==> src/rtl/fechadura_pkg.sv <==
// Shared definitions for the keypad front-end of the sequential lock.
package fechadura_pkg;

  localparam int DIGITO_W  = 4;
  localparam int N_DIGITOS = 4;

  // Password loaded on reset; the top nibble is the first digit keyed.
  localparam logic [DIGITO_W*N_DIGITOS-1:0] SENHA_PADRAO = 16'h4952;

  typedef enum logic [1:0] {
    SOLTO,
    CONF_PRESS,
    PRESSIONADO,
    CONF_SOLTA
  } deb_state_e;

  // True for 0..9; keys A..F are never a valid password digit.
  function automatic logic eh_bcd(input logic [DIGITO_W-1:0] d);
    return d <= 4'd9;
  endfunction

endpackage

==> src/rtl/entrada_teclado_if.sv <==
// Keypad/lock bus: button, key, lock progress and password programming.
interface entrada_teclado_if;
  import fechadura_pkg::*;

  logic                          btn_raw;
  logic [DIGITO_W-1:0]           tecla;
  logic [1:0]                    s;
  logic                          u;
  logic                          prog_we;
  logic [DIGITO_W*N_DIGITOS-1:0] prog_senha;
  logic                          p;
  logic                          c;
  logic                          prog_ok;

  // Lock / keypad side driving the front-end.
  modport master (
    output btn_raw, tecla, s, u, prog_we, prog_senha,
    input  p, c, prog_ok
  );

  // The keypad front-end itself.
  modport slave (
    input  btn_raw, tecla, s, u, prog_we, prog_senha,
    output p, c, prog_ok
  );
endinterface

==> src/rtl/entrada_teclado_debouncer_botao.sv <==
// Button synchroniser + debounce FSM; also synchronises the key code so the
// digit latch sees a value aligned with the debounced button.
module debouncer_botao
  import fechadura_pkg::*;
#(
  parameter int DEBOUNCE_CYCLES = 16
) (
  input  logic                clk,
  input  logic                reset,
  input  logic                btn_raw_i,
  input  logic [DIGITO_W-1:0] tecla_i,
  output logic                p_o,
  output logic                aceita_o,
  output logic                solto_o,
  output logic [DIGITO_W-1:0] tecla_s_o
);

  localparam int              CNT_W    = $clog2(DEBOUNCE_CYCLES + 1);
  localparam logic [CNT_W-1:0] CNT_MAX = CNT_W'(DEBOUNCE_CYCLES);
  // Entry into a confirm state is the first stable sample, so the exit
  // fires DEBOUNCE_CYCLES-2 increments later (DEBOUNCE_CYCLES stable edges).
  localparam logic [CNT_W-1:0] CNT_ALVO = CNT_W'(DEBOUNCE_CYCLES - 2);

  logic [1:0]                btn_sync_q;
  logic [1:0][DIGITO_W-1:0]  tecla_sync_q;
  logic [1:0]                vld_pipe_q;
  logic                      armado_q;
  deb_state_e                state_q;
  logic [CNT_W-1:0]          cnt_q;
  logic                      p_q;
  logic                      btn_s;

  assign btn_s     = btn_sync_q[1];
  assign tecla_s_o = tecla_sync_q[1];
  assign p_o       = p_q;
  assign solto_o   = (state_q == SOLTO);
  assign aceita_o  = (state_q == CONF_PRESS) && btn_s && (cnt_q == CNT_ALVO);

  // Two-flop synchronisers; vld_pipe marks when btn_s reflects the real pin.
  always_ff @(posedge clk) begin
    if (reset) begin
      btn_sync_q   <= '0;
      tecla_sync_q <= '0;
      vld_pipe_q   <= '0;
    end else begin
      btn_sync_q   <= {btn_sync_q[0], btn_raw_i};
      tecla_sync_q <= {tecla_sync_q[0], tecla_i};
      vld_pipe_q   <= {vld_pipe_q[0], 1'b1};
    end
  end

  // Arm only after a real released level is seen, so a button still held
  // through reset cannot produce a press until it is let go.
  always_ff @(posedge clk) begin
    if (reset)                        armado_q <= 1'b0;
    else if (vld_pipe_q[1] && !btn_s) armado_q <= 1'b1;
  end

  // Debounce FSM with saturating stability counter and registered p.
  always_ff @(posedge clk) begin
    if (reset) begin
      state_q <= SOLTO;
      cnt_q   <= '0;
      p_q     <= 1'b0;
    end else begin
      case (state_q)
        SOLTO: begin
          p_q <= 1'b0;
          if (armado_q && btn_s) begin
            state_q <= CONF_PRESS;
            cnt_q   <= '0;
          end
        end
        CONF_PRESS: begin
          if (!btn_s) state_q <= SOLTO;
          else if (cnt_q == CNT_ALVO) begin
            state_q <= PRESSIONADO;
            p_q     <= 1'b1;
          end else if (cnt_q != CNT_MAX) cnt_q <= cnt_q + 1'b1;
        end
        PRESSIONADO: begin
          p_q <= 1'b1;
          if (!btn_s) begin
            state_q <= CONF_SOLTA;
            cnt_q   <= '0;
          end
        end
        CONF_SOLTA: begin
          if (btn_s) state_q <= PRESSIONADO;
          else if (cnt_q == CNT_ALVO) begin
            state_q <= SOLTO;
            p_q     <= 1'b0;
          end else if (cnt_q != CNT_MAX) cnt_q <= cnt_q + 1'b1;
        end
        default: begin
          state_q <= SOLTO;
          p_q     <= 1'b0;
        end
      endcase
    end
  end

endmodule

==> src/rtl/entrada_teclado.sv <==
// Keypad front-end: debounced press, digit latch, password compare and
// password reprogramming while the lock is open.
module entrada_teclado #(
  parameter int          DEBOUNCE_CYCLES = 16,
  parameter logic [15:0] SENHA_PADRAO    = fechadura_pkg::SENHA_PADRAO
) (
  input  logic             clk,
  input  logic             reset,
  entrada_teclado_if.slave bus
);
  import fechadura_pkg::*;

  logic                          p;
  logic                          aceita;
  logic                          solto;
  logic [DIGITO_W-1:0]           tecla_s;
  logic [DIGITO_W-1:0]           digito_q;
  logic [DIGITO_W*N_DIGITOS-1:0] senha_q;
  logic                          prog_ok_q;
  logic                          prog_ok_d;
  logic                          prog_bcd;
  logic [DIGITO_W-1:0]           esperado;

  debouncer_botao #(
    .DEBOUNCE_CYCLES (DEBOUNCE_CYCLES)
  ) u_deb (
    .clk       (clk),
    .reset     (reset),
    .btn_raw_i (bus.btn_raw),
    .tecla_i   (bus.tecla),
    .p_o       (p),
    .aceita_o  (aceita),
    .solto_o   (solto),
    .tecla_s_o (tecla_s)
  );

  // Select the password digit awaited by the lock (digit 0 is the top nibble).
  always_comb begin
    esperado = '0;
    for (int i = 0; i < N_DIGITOS; i++)
      if (bus.s == 2'(i)) esperado = senha_q[(N_DIGITOS-1-i)*DIGITO_W +: DIGITO_W];
  end

  // A new password must be all-BCD, or the lock could never be opened again.
  always_comb begin
    prog_bcd = 1'b1;
    for (int i = 0; i < N_DIGITOS; i++)
      if (!eh_bcd(bus.prog_senha[i*DIGITO_W +: DIGITO_W])) prog_bcd = 1'b0;
  end

  assign prog_ok_d = bus.prog_we && bus.u && solto && prog_bcd;

  // Capture the key on the same edge that p rises.
  always_ff @(posedge clk) begin
    if (reset)       digito_q <= '0;
    else if (aceita) digito_q <= tecla_s;
  end

  // Password register and write-accept pulse.
  always_ff @(posedge clk) begin
    if (reset) begin
      senha_q   <= SENHA_PADRAO;
      prog_ok_q <= 1'b0;
    end else begin
      prog_ok_q <= prog_ok_d;
      if (prog_ok_d) senha_q <= bus.prog_senha;
    end
  end

  assign bus.p       = p;
  assign bus.c       = p && eh_bcd(digito_q) && (digito_q == esperado);
  assign bus.prog_ok = prog_ok_q;

endmodule

==> src/flat_wrapper.sv <==
// flat-port wrapper written by rule: the top's interface ports become plain ports
module entrada_teclado_flat import fechadura_pkg::*;
#(
  parameter int          DEBOUNCE_CYCLES = 16,
  parameter logic [15:0] SENHA_PADRAO    = fechadura_pkg::SENHA_PADRAO
)
  (clk, reset, bus_btn_raw, bus_tecla, bus_s, bus_u, bus_prog_we, bus_prog_senha, bus_p, bus_c, bus_prog_ok);
  entrada_teclado_if bus_i ();
  input  logic clk;
  input  logic reset;
  input wire logic [$bits(bus_i.btn_raw)-1:0] bus_btn_raw;
  input wire logic [$bits(bus_i.tecla)-1:0] bus_tecla;
  input wire logic [$bits(bus_i.s)-1:0] bus_s;
  input wire logic [$bits(bus_i.u)-1:0] bus_u;
  input wire logic [$bits(bus_i.prog_we)-1:0] bus_prog_we;
  input wire logic [$bits(bus_i.prog_senha)-1:0] bus_prog_senha;
  output wire logic [$bits(bus_i.p)-1:0] bus_p;
  output wire logic [$bits(bus_i.c)-1:0] bus_c;
  output wire logic [$bits(bus_i.prog_ok)-1:0] bus_prog_ok;
  assign bus_i.btn_raw = bus_btn_raw;
  assign bus_i.tecla = bus_tecla;
  assign bus_i.s = bus_s;
  assign bus_i.u = bus_u;
  assign bus_i.prog_we = bus_prog_we;
  assign bus_i.prog_senha = bus_prog_senha;
  assign bus_p = bus_i.p;
  assign bus_c = bus_i.c;
  assign bus_prog_ok = bus_i.prog_ok;
  entrada_teclado #(.DEBOUNCE_CYCLES(DEBOUNCE_CYCLES), .SENHA_PADRAO(SENHA_PADRAO)) u_core (.clk(clk), .reset(reset), .bus(bus_i));
endmodule
==> config.mk <==
export PLATFORM = sky130hd
export DESIGN_NAME = entrada_teclado_flat
export DESIGN_NICKNAME = d
export VERILOG_FILES = /design/src/rtl/fechadura_pkg.sv /design/src/rtl/entrada_teclado_if.sv /design/src/rtl/entrada_teclado_debouncer_botao.sv /design/src/rtl/entrada_teclado.sv /design/src/flat_wrapper.sv
export SDC_FILE = /design/constraint.sdc
export NUM_CORES = 1
export LEC_CHECK = 0
export CORE_UTILIZATION = 57
export DETAILED_ROUTE_END_ITERATION = 16
export MAX_ROUTING_LAYER = met4
export PLACE_DENSITY = 0.81
export SLEW_MARGIN = 20
export SYNTH_ARGS = -nofsm -noshare
export SYNTH_HDL_FRONTEND = slang
export SYNTH_SLANG_ARGS = --single-unit
==> constraint.sdc <==
create_clock -name clk -period 3.59 [get_ports clk]
set_clock_uncertainty 0.1 [all_clocks]
set_input_delay 0.718 -clock clk [delete_from_list [all_inputs] [get_ports clk]]
set_output_delay 0.718 -clock clk [all_outputs]
set_load 0.01 [all_outputs]
# --- Yosys cells after proc, flatten, opt, wreduce, memory -nomap -nowiden ---
# Index checks and enable logic that the tools add are counted.
word_totals:
  inputBits: 27
  register_bits: 42
  word_cells: 78
  output_inout_bits: 3
classes:
  n_mux: 28
  n_reduce_logical: 15
  n_eq_ne: 17
  n_lt_le_gt_ge: 5
  n_addsub: 1
op_table:
  columns: ["operator", "count"]
  rows:
  - ["$mux W5", 6]
  - ["$le A4 B4 Y1 const B", 5]
  - ["$pmux W5 S4", 1]
  - ["$mux W4", 4]
  - ["$mux W2", 6]
  - ["$reduce_and A4 Y1", 3]
  - ["$ne A2 B2 Y1 const B", 5]
  - ["$logic_and A1 B1 Y1", 9]
  - ["$mux W1", 9]
  - ["$eq A2 B2 Y1 const B", 4]
  - ["$pmux W2 S4", 1]
  - ["$add A5 B1 Y5 const B", 1]
  - ["$eq A5 B4 Y1 const B", 1]
  - ["$ne A5 B5 Y1 const B", 1]
  - ["$eq A2 B1 Y1 const B", 2]
  - ["$eq A4 B4 Y1", 1]
  - ["$logic_not A2 Y1", 2]
  - ["$pmux W1 S4", 1]
  - ["$ne A3 B2 Y1 const B", 1]
  - ["$ne A3 B3 Y1 const B", 1]
  - ["$ne A2 B1 Y1 const B", 1]
  - ["$logic_not A1 Y1", 1]

# --- Depth between registers and ports, before layout ---
logic_depth:
  depth_word: 7
  mapped_depth: 8
  depth_no_buf: 6

# --- Hierarchy ---
# From an unflattened synthesis, not the netlist that was laid out.
unflattened:
  cells_unflattened: 203
  area_unflattened_um2: 1980.6
modules_own_cells:
  columns: ["mod", "seq_area_each_um2", "cells_per_inst", "instances", "area_each_um2"]
  rows:
  - ["debouncer_botao", 420.4, 104, 1, 1029.7]
  - ["entrada_teclado", 420.4, 99, 1, 950.9]

# --- Worst setup path after synthesis ---
# No wires, ideal clock.
synth_timing:
  kind: "input to output"
  startpoint: "input port bus_s[0]"
  endpoint: "output port bus_c"
  stages: 4
  n_path_buf: 0
  required_time_ns: 2.772
  arrival_ns: 1.653
  slack_ns: 1.119
  path_cell_list: "mux4_2 -> a21boi_0 -> nand3_1 -> a21oi_1"
synth_between:
  elab_chain_cells: 7
  elab_cells_between_ends: 10
  cone_classes: "eq/ne: 4; mux: 4; reduce/logical: 2"
synth_rtl:
  columns: ["element", "line", "text"]
  rows:
  - ["start: declaration", "flat_wrapper.sv:13", "input wire logic [$bits(bus_i.s)-1:0] bus_s;"]
  - ["$logic_not A2 Y1", "entrada_teclado.sv:41", "if (bus.s == 2'(i)) esperado = senha_q[(N_DIGITOS-1-i)*DIGITO_W +: DIGITO_W];"]
  - ["$mux W4 (3 in series)", "entrada_teclado.sv:41", null]
  - ["$mux W4 *", "entrada_teclado.sv:41", null]
  - ["$eq A4 B4 Y1 *", "entrada_teclado.sv:71", "assign bus.c = p && eh_bcd(digito_q) && (digito_q == esperado);"]
  - ["$logic_and A1 B1 Y1 *", "entrada_teclado.sv:71", null]
  - ["end: declaration", "flat_wrapper.sv:18", "output wire logic [$bits(bus_i.c)-1:0] bus_c;"]
# Mark *: on every way between the ends. The rest lies on a longest branch, timed or not.

# --- Final worst setup path ---
layout_timing:
  startpoint: "input port bus_s[1]"
  endpoint: "output port bus_c"
# Same word-level chain as after synthesis.

==> impl_metrics.env <==
export IMPL_status="finished, final reports clean"
export IMPL_drc=0
export IMPL_synthCells=204
export IMPL_dr_pass1_iters=4
export IMPL_synthMuxAreaShare_pct=9.40
export IMPL_crit_required_ns=2.77
export IMPL_synth_compound_area_share_pct=16.2
export IMPL_ys_seq_elements=42
export IMPL_startpoint_type="input pin"
export IMPL_globalRouteOverflowTotal=0
export IMPL_synth_area_leaders="dfxtp_1 44%, nand3_1 7.6%, o21ai_1 5.0%"
export IMPL_timing_hold_ws_ns=0.356
export IMPL_cts_clk_slew_worst_paths_ns=0.12
export IMPL_slew_headroom_pct=34.7
export IMPL_cts_root_buf="clkbuf_4"
export IMPL_viasPerCell=5.88
export IMPL_hold_class="reg -> reg"
export IMPL_fin_util_pct=73.6
export IMPL_yosys_area_top_type="dfxtp_1"
export IMPL_drtIter0Drc=88
export IMPL_synth_most_common_cell="dfxtp_1"
export IMPL_cp_end_kind="output pin"
export IMPL_n_antenna_cell=0
export IMPL_synth_distinct_cells=40
export IMPL_hold_viol_final=0
export IMPL_num_rows=20
export IMPL_r2r_setup_slack_ns=1.50
export IMPL_synth_seq_area_share_pct=43.9
export IMPL_arrival_ns=2.61
export IMPL_grt_pass1_vias=1565
export IMPL_postCtsHoldBufs=0
export IMPL_tightest_slew_ns=0.973
export IMPL_crit_fanout=4
export IMPL_cts_buffers=5
export IMPL_setup_viol=0
export IMPL_grt_pass1_wl_um=6660
export IMPL_synthTopCellsByCount="42 x dfxtp_1, 29 x nand3_1, 19 x o21ai_1"
export IMPL_r2r_start="u_core.u_deb.state_q[0]"
export IMPL_clk_latency_ns=0.36
export IMPL_final_cells=276
export IMPL_routedWlPerCell_um=15.0
export IMPL_layout_min_cycle_time_ns=3.43
export IMPL_maxSlewViolCount=0
export IMPL_async_flop_share_pct=0
export IMPL_irDropWorstVdd_v=0.000230
export IMPL_grt_max_degree=20
export IMPL_die_y_um=60.0
export IMPL_port_buffers=29
export IMPL_initial_utilization_pct=61.3
export IMPL_synth_top_family_by_area="simple AND/OR/NAND/NOR gates"
export IMPL_cts_setup_buffers=0
export IMPL_h_tree_depth=2
export IMPL_period_share_pct=95.5
export IMPL_routabilityCongestion=0.807
export IMPL_synth_nets=238
export IMPL_die_width_um=60.0
export IMPL_area_growth_pct=20.1
export IMPL_antenna_found_initial=0
export IMPL_max_cap_violations=0
export IMPL_dieArea_um2=3600
export IMPL_drive_gt1_share_pct=7.33
export IMPL_via_count=1622
export IMPL_syn_area_per_cell_um2=9.40
export IMPL_yosys_area_share_simple_pct=21.1
export IMPL_grt_usage_pct=26.3
export IMPL_clockBufferDepth=2
export IMPL_core_area_um2=3130
export IMPL_dp_hpwl_um=3110
export IMPL_routed_wl_um=4130
export IMPL_power_leakage_nw=0.802
export IMPL_rsz0062_at_grt="no"
export IMPL_dp_cells=268
export IMPL_critical_path_startpoint="bus_s[1]"
export IMPL_clkSinkCount=42
export IMPL_ys_warn_count=0
export IMPL_ant_nets=0
export IMPL_cts_tree="done"
export IMPL_syn_area_um2=1920
export IMPL_path_class="in -> out"
export IMPL_fmax_mhz=292
export IMPL_holdCritStartpoint="u_core.u_deb.vld_pipe_q[0]"
export IMPL_fin_nets=265
export IMPL_num_io_pins=30
export IMPL_synth_adder_area_share_pct=4.57
export IMPL_yosys_area_share_xor_xnor_pct=0.914
export IMPL_synth_edf_count=0
export IMPL_ys_flop_type="dfxtp_1"
export IMPL_synth_top_cell_area_share_pct=43.9
export IMPL_power_density_nw_per_um2=404
what timing repair did:
| action | 4_1_cts | 5_1_grt |
|---|---|---|
| gates resized for setup | 1 | 0 |
| endpoints found under the hold margin | 0 | 0 |
| endpoints found under the setup margin | 1 | 0 |
through the flow:
| step | worst slack, ns | total power, mW | instance area, um^2 | TNS [ns] |
|---|---|---|---|---|
| after floorplan | 1.12 | 0.579 | 1920 | 0 |
| after global placement | -0.0544 | 0.628 | 2220 | -0.0544 |
| after detailed placement | -0.112 | 0.635 | 2220 | -0.112 |
| after CTS | 0.159 | 0.934 | 2300 | 0 |
| after global routing | 0.0218 | 0.970 | 2300 | 0 |
| final | 0.163 | 0.931 | 2300 | 0 |
cell families (layout without fill, tap and decap cells):
family / Yosys count / in the layout
XOR/XNOR: 2 / 2
adder cells (fa/ha/maj): 7 / 7
buffers and inverters: 17 / 45
flip-flops: 42 / 42
multiplexers: 13 / 13
AND/OR/NAND/NOR: 72 / 72
AO/OA/AOI/OAI: 51 / 51
where the power goes:
part	leakage [nW]	internal, mW	total, mW	switching, mW
logic	0.422	0.0664	0.133	0.0666
clock network	0.0374	0.146	0.306	0.160
registers	0.342	0.482	0.492	0.0106
cell type report:
cell class	count	area (um^2)
multi-input combinational	145	1000
sequential	42	841
fill	256	826
timing repair buffer	30	297
tap	44	55.1
clock inverter	3	45.0
clock buffer	5	37.5
inverter	7	26.3
worst max-delay path, cell delays in order:
cell	delay (ns)
clkdlybuf4s50_1	0.56
mux4_2	0.35
a21boi_0	0.19
nand3_1	0.08
a21oi_1	0.15
clkdlybuf4s50_1	0.56
routing by layer:
| layer | track usage [%] | share of wire, % | routed length (um) | up-vias |
|---|---|---|---|---|
| met5 | - | 0 | 0 | - |
| met4 | 11.3 | 1.4 | 57 | 0 |
| met3 | 5.84 | 4.4 | 183 | 7 |
| met2 | 43.8 | 51 | 2100 | 53 |
| met1 | 30.2 | 43 | 1790 | 775 |
| li1 | - | - | - | 787 |
flip-flops by register name (all words and copies together), names as in the netlist, named ones only:
| name | cells |
|---|---|
| u_core.u_deb.btn_sync_q | 2 |
| u_core.digito_q | 4 |
| u_core.u_deb.p_o | 1 |
| u_core.u_deb.cnt_q | 5 |
| u_core.senha_q | 16 |
| u_core.u_deb.tecla_sync_q | 4 |
| u_core.u_deb.state_q | 1 |
| u_core.u_deb.tecla_s_o | 4 |
| u_core.u_deb.armado_q | 1 |
| u_core.u_deb.vld_pipe_q | 2 |
| u_core.bus.prog_ok | 1 |
worst paths after layout:
check	endpoint	cells after the start
worst min-delay path	u_core.u_deb.vld_pipe_q[1]	1
worst min register to register	u_core.u_deb.vld_pipe_q[1]	1
worst max-delay path	bus_c	6
worst max register to register	u_core.senha_q[2]	6
layout by cell type (no fill, tap or decap), types with 2 or more instances in the layout:
master and instances:
nand2b_1 4, clkdlybuf4s50_1 28, nand3_1 29, dfxtp_1 42
xnor2_1 2, a21oi_1 17, nand2_1 7, mux4_2 4
and3_1 2, mux2i_1 9, o21ai_1 19, inv_1 6
clkinvlp_4 2, ha_1 7, nor2_1 10, nor2b_1 11
o21ai_0 3, clkbuf_4 5
Power figures use the tool's default switching activity.
==> RTL edit, RTL diff (same settings) <==
Compare `cnt_q` against `CNT_ALVO` with >= in place of ==.
--- a/src/rtl/entrada_teclado_debouncer_botao.sv
+++ b/src/rtl/entrada_teclado_debouncer_botao.sv
@@ -36,3 +36,3 @@
   assign solto_o   = (state_q == SOLTO);
-  assign aceita_o  = (state_q == CONF_PRESS) && btn_s && (cnt_q == CNT_ALVO);
+  assign aceita_o  = (state_q == CONF_PRESS) && btn_s && (cnt_q >= CNT_ALVO);
 
Behaviour: no difference found for any inputs over 10 cycles, from zero or initial values and one cycle with reset high; that may be too few to reach the edited logic, so the function may still have changed.
==> RTL edit against the original RTL <==
Sequential cell count did not move. Critical path depth did not move. Worst hold slack worse by 0.0054 ns. Register-to-register slack lost 0.06 ns. Via count is 3.8% higher. Cell count grew 2.9%. Total power is 7.3% lower. Cell area grew 0.16%. Synthesized area grew 0.46%. Highest routed layer unchanged. Routed wire length is 0.17% higher. Setup slack better by 0.12 ns. Critical endpoint unchanged. Combinational power rose by 5%.
==> RTL edit: results (changes against the original RTL) <==
| Metric | Value |
|---|---|
| P_leak | 0.0008086 uW (was 0.0008020 uW) |
| Reg-to-reg slack, setup | 1.44 ns (was 1.50 ns) |
| Syn_area_per_cell | 9.126 um^2 (was 9.396 um^2) |
| Maximum VDD drop | 203.0 uV (was 230.1 uV) |
| DP Cell Count | 276 (was 268) |
| Vias in the first global route | 1469 (was 1565) |
| Reg2reg end | u_core.senha_q[1] (was u_core.senha_q[2]) |
| Drt total wl | 4134 um (was 4127 um) |
| TritonRoute pass-1 iters | 5 (was 4) |
| Placement Cell Area | 0.002250 mm^2 (was 0.002221 mm^2) |
| Vias per cell | 5.926 (was 5.877) |
| M1 WL | 1736 um (was 1787 um) |
| DR vias | 1683 (was 1622) |
| WL met3 | 245 um (was 183 um) |
| Run status | completed (unchanged) |
| Post-synth top area share | 43.66% (was 43.86%) |
| Worst-path maximum fanout | 3 (was 4) |
| Largest net degree at the start of global routing | 21 (was 20) |
| Hold worst-path end | u_core.u_deb.tecla_s_o[2] (was u_core.u_deb.vld_pipe_q[1]) |
| Hold_ws | 0.3510 ns (was 0.3564 ns) |
| Starting DRT DRC Count | 273 (was 88) |
| Global-route wire length before repair | 6410 um (was 6658 um) |
| Synth unique cells | 39 (was 40) |
| Post-synth top cells | dfxtp_1, nand3_1, a21oi_1 (was dfxtp_1, nand3_1, o21ai_1) |
| Syn_nets | 245 (was 238) |
## RTL edit: cell type report
type	instances	area, um^2	share of cell area [%]
Clock buffer	5	37.54	1.628
Clock inverter	3	21.27	0.9224
Inverter	8	30.03	1.302
Multi-Input combinational cell	150	1011	43.84
Sequential cell	42	840.8	36.46
Tap cell	44	55.05	2.387
Timing Repair Buffer	32	310.3	13.46
## RTL edit: how the worst max path moves through the flow
stage / cells past startpoint / slack, ns / startpoint / end
after CTS: 6 / 0.27 / bus_s[0] / bus_c
after detailed placement: 6 / -0.25 / bus_s[1] / bus_c
after global routing: 6 / 0.21 / bus_s[0] / bus_c
after global placement: 6 / -0.24 / bus_s[1] / bus_c
final: 6 / 0.28 / bus_s[0] / bus_c
after floorplan: 4 / 0.89 / bus_s[1] / bus_c
## RTL edit: repair_timing
action,in CTS,in global routing
endpoints found under the setup margin,1,0
hold buffers,0,0
resized for setup,2,0
## RTL edit: stage by stage
| stage | TNS [ns] | total power [uW] |
|---|---|---|
| 3_5_place_dp | -0.2511 | 641.2 |
| 2_1_floorplan | 0 | 582.2 |
| 3_3_place_gp | -0.2377 | 634.2 |
| 4_1_cts | 0 | 871.4 |
| 6_report | 0 | 863.0 |
| 5_1_grt | 0 | 902.9 |
## RTL edit: kinds of logic after synthesis
kind of cell / share of synthesized area (%)
adder cells (fa/ha/maj): 4.548
AO/OA/AOI/OAI: 17.22
flip-flops: 43.66
AND/OR/NAND/NOR: 20.14
XOR/XNOR: 1.365
buffers and inverters: 3.834
multiplexers: 9.227
## RTL edit: routing by layer
metal / global-route usage (%) / vias up
met5: - / -
met4: 5.980 / 0
met3: 5.844 / 4
met2: 45.21 / 76
met1: 27.05 / 783
li1: - / 820
## RTL edit: power breakdown
part	switching, uW	total, uW	internal [uW]	leakage, uW
clock network	154	231	76.2	0.0000312
logic	70.9	139	67.7	0.000435
registers	11.5	494	482	0.000342
total	237	863	626	0.000809
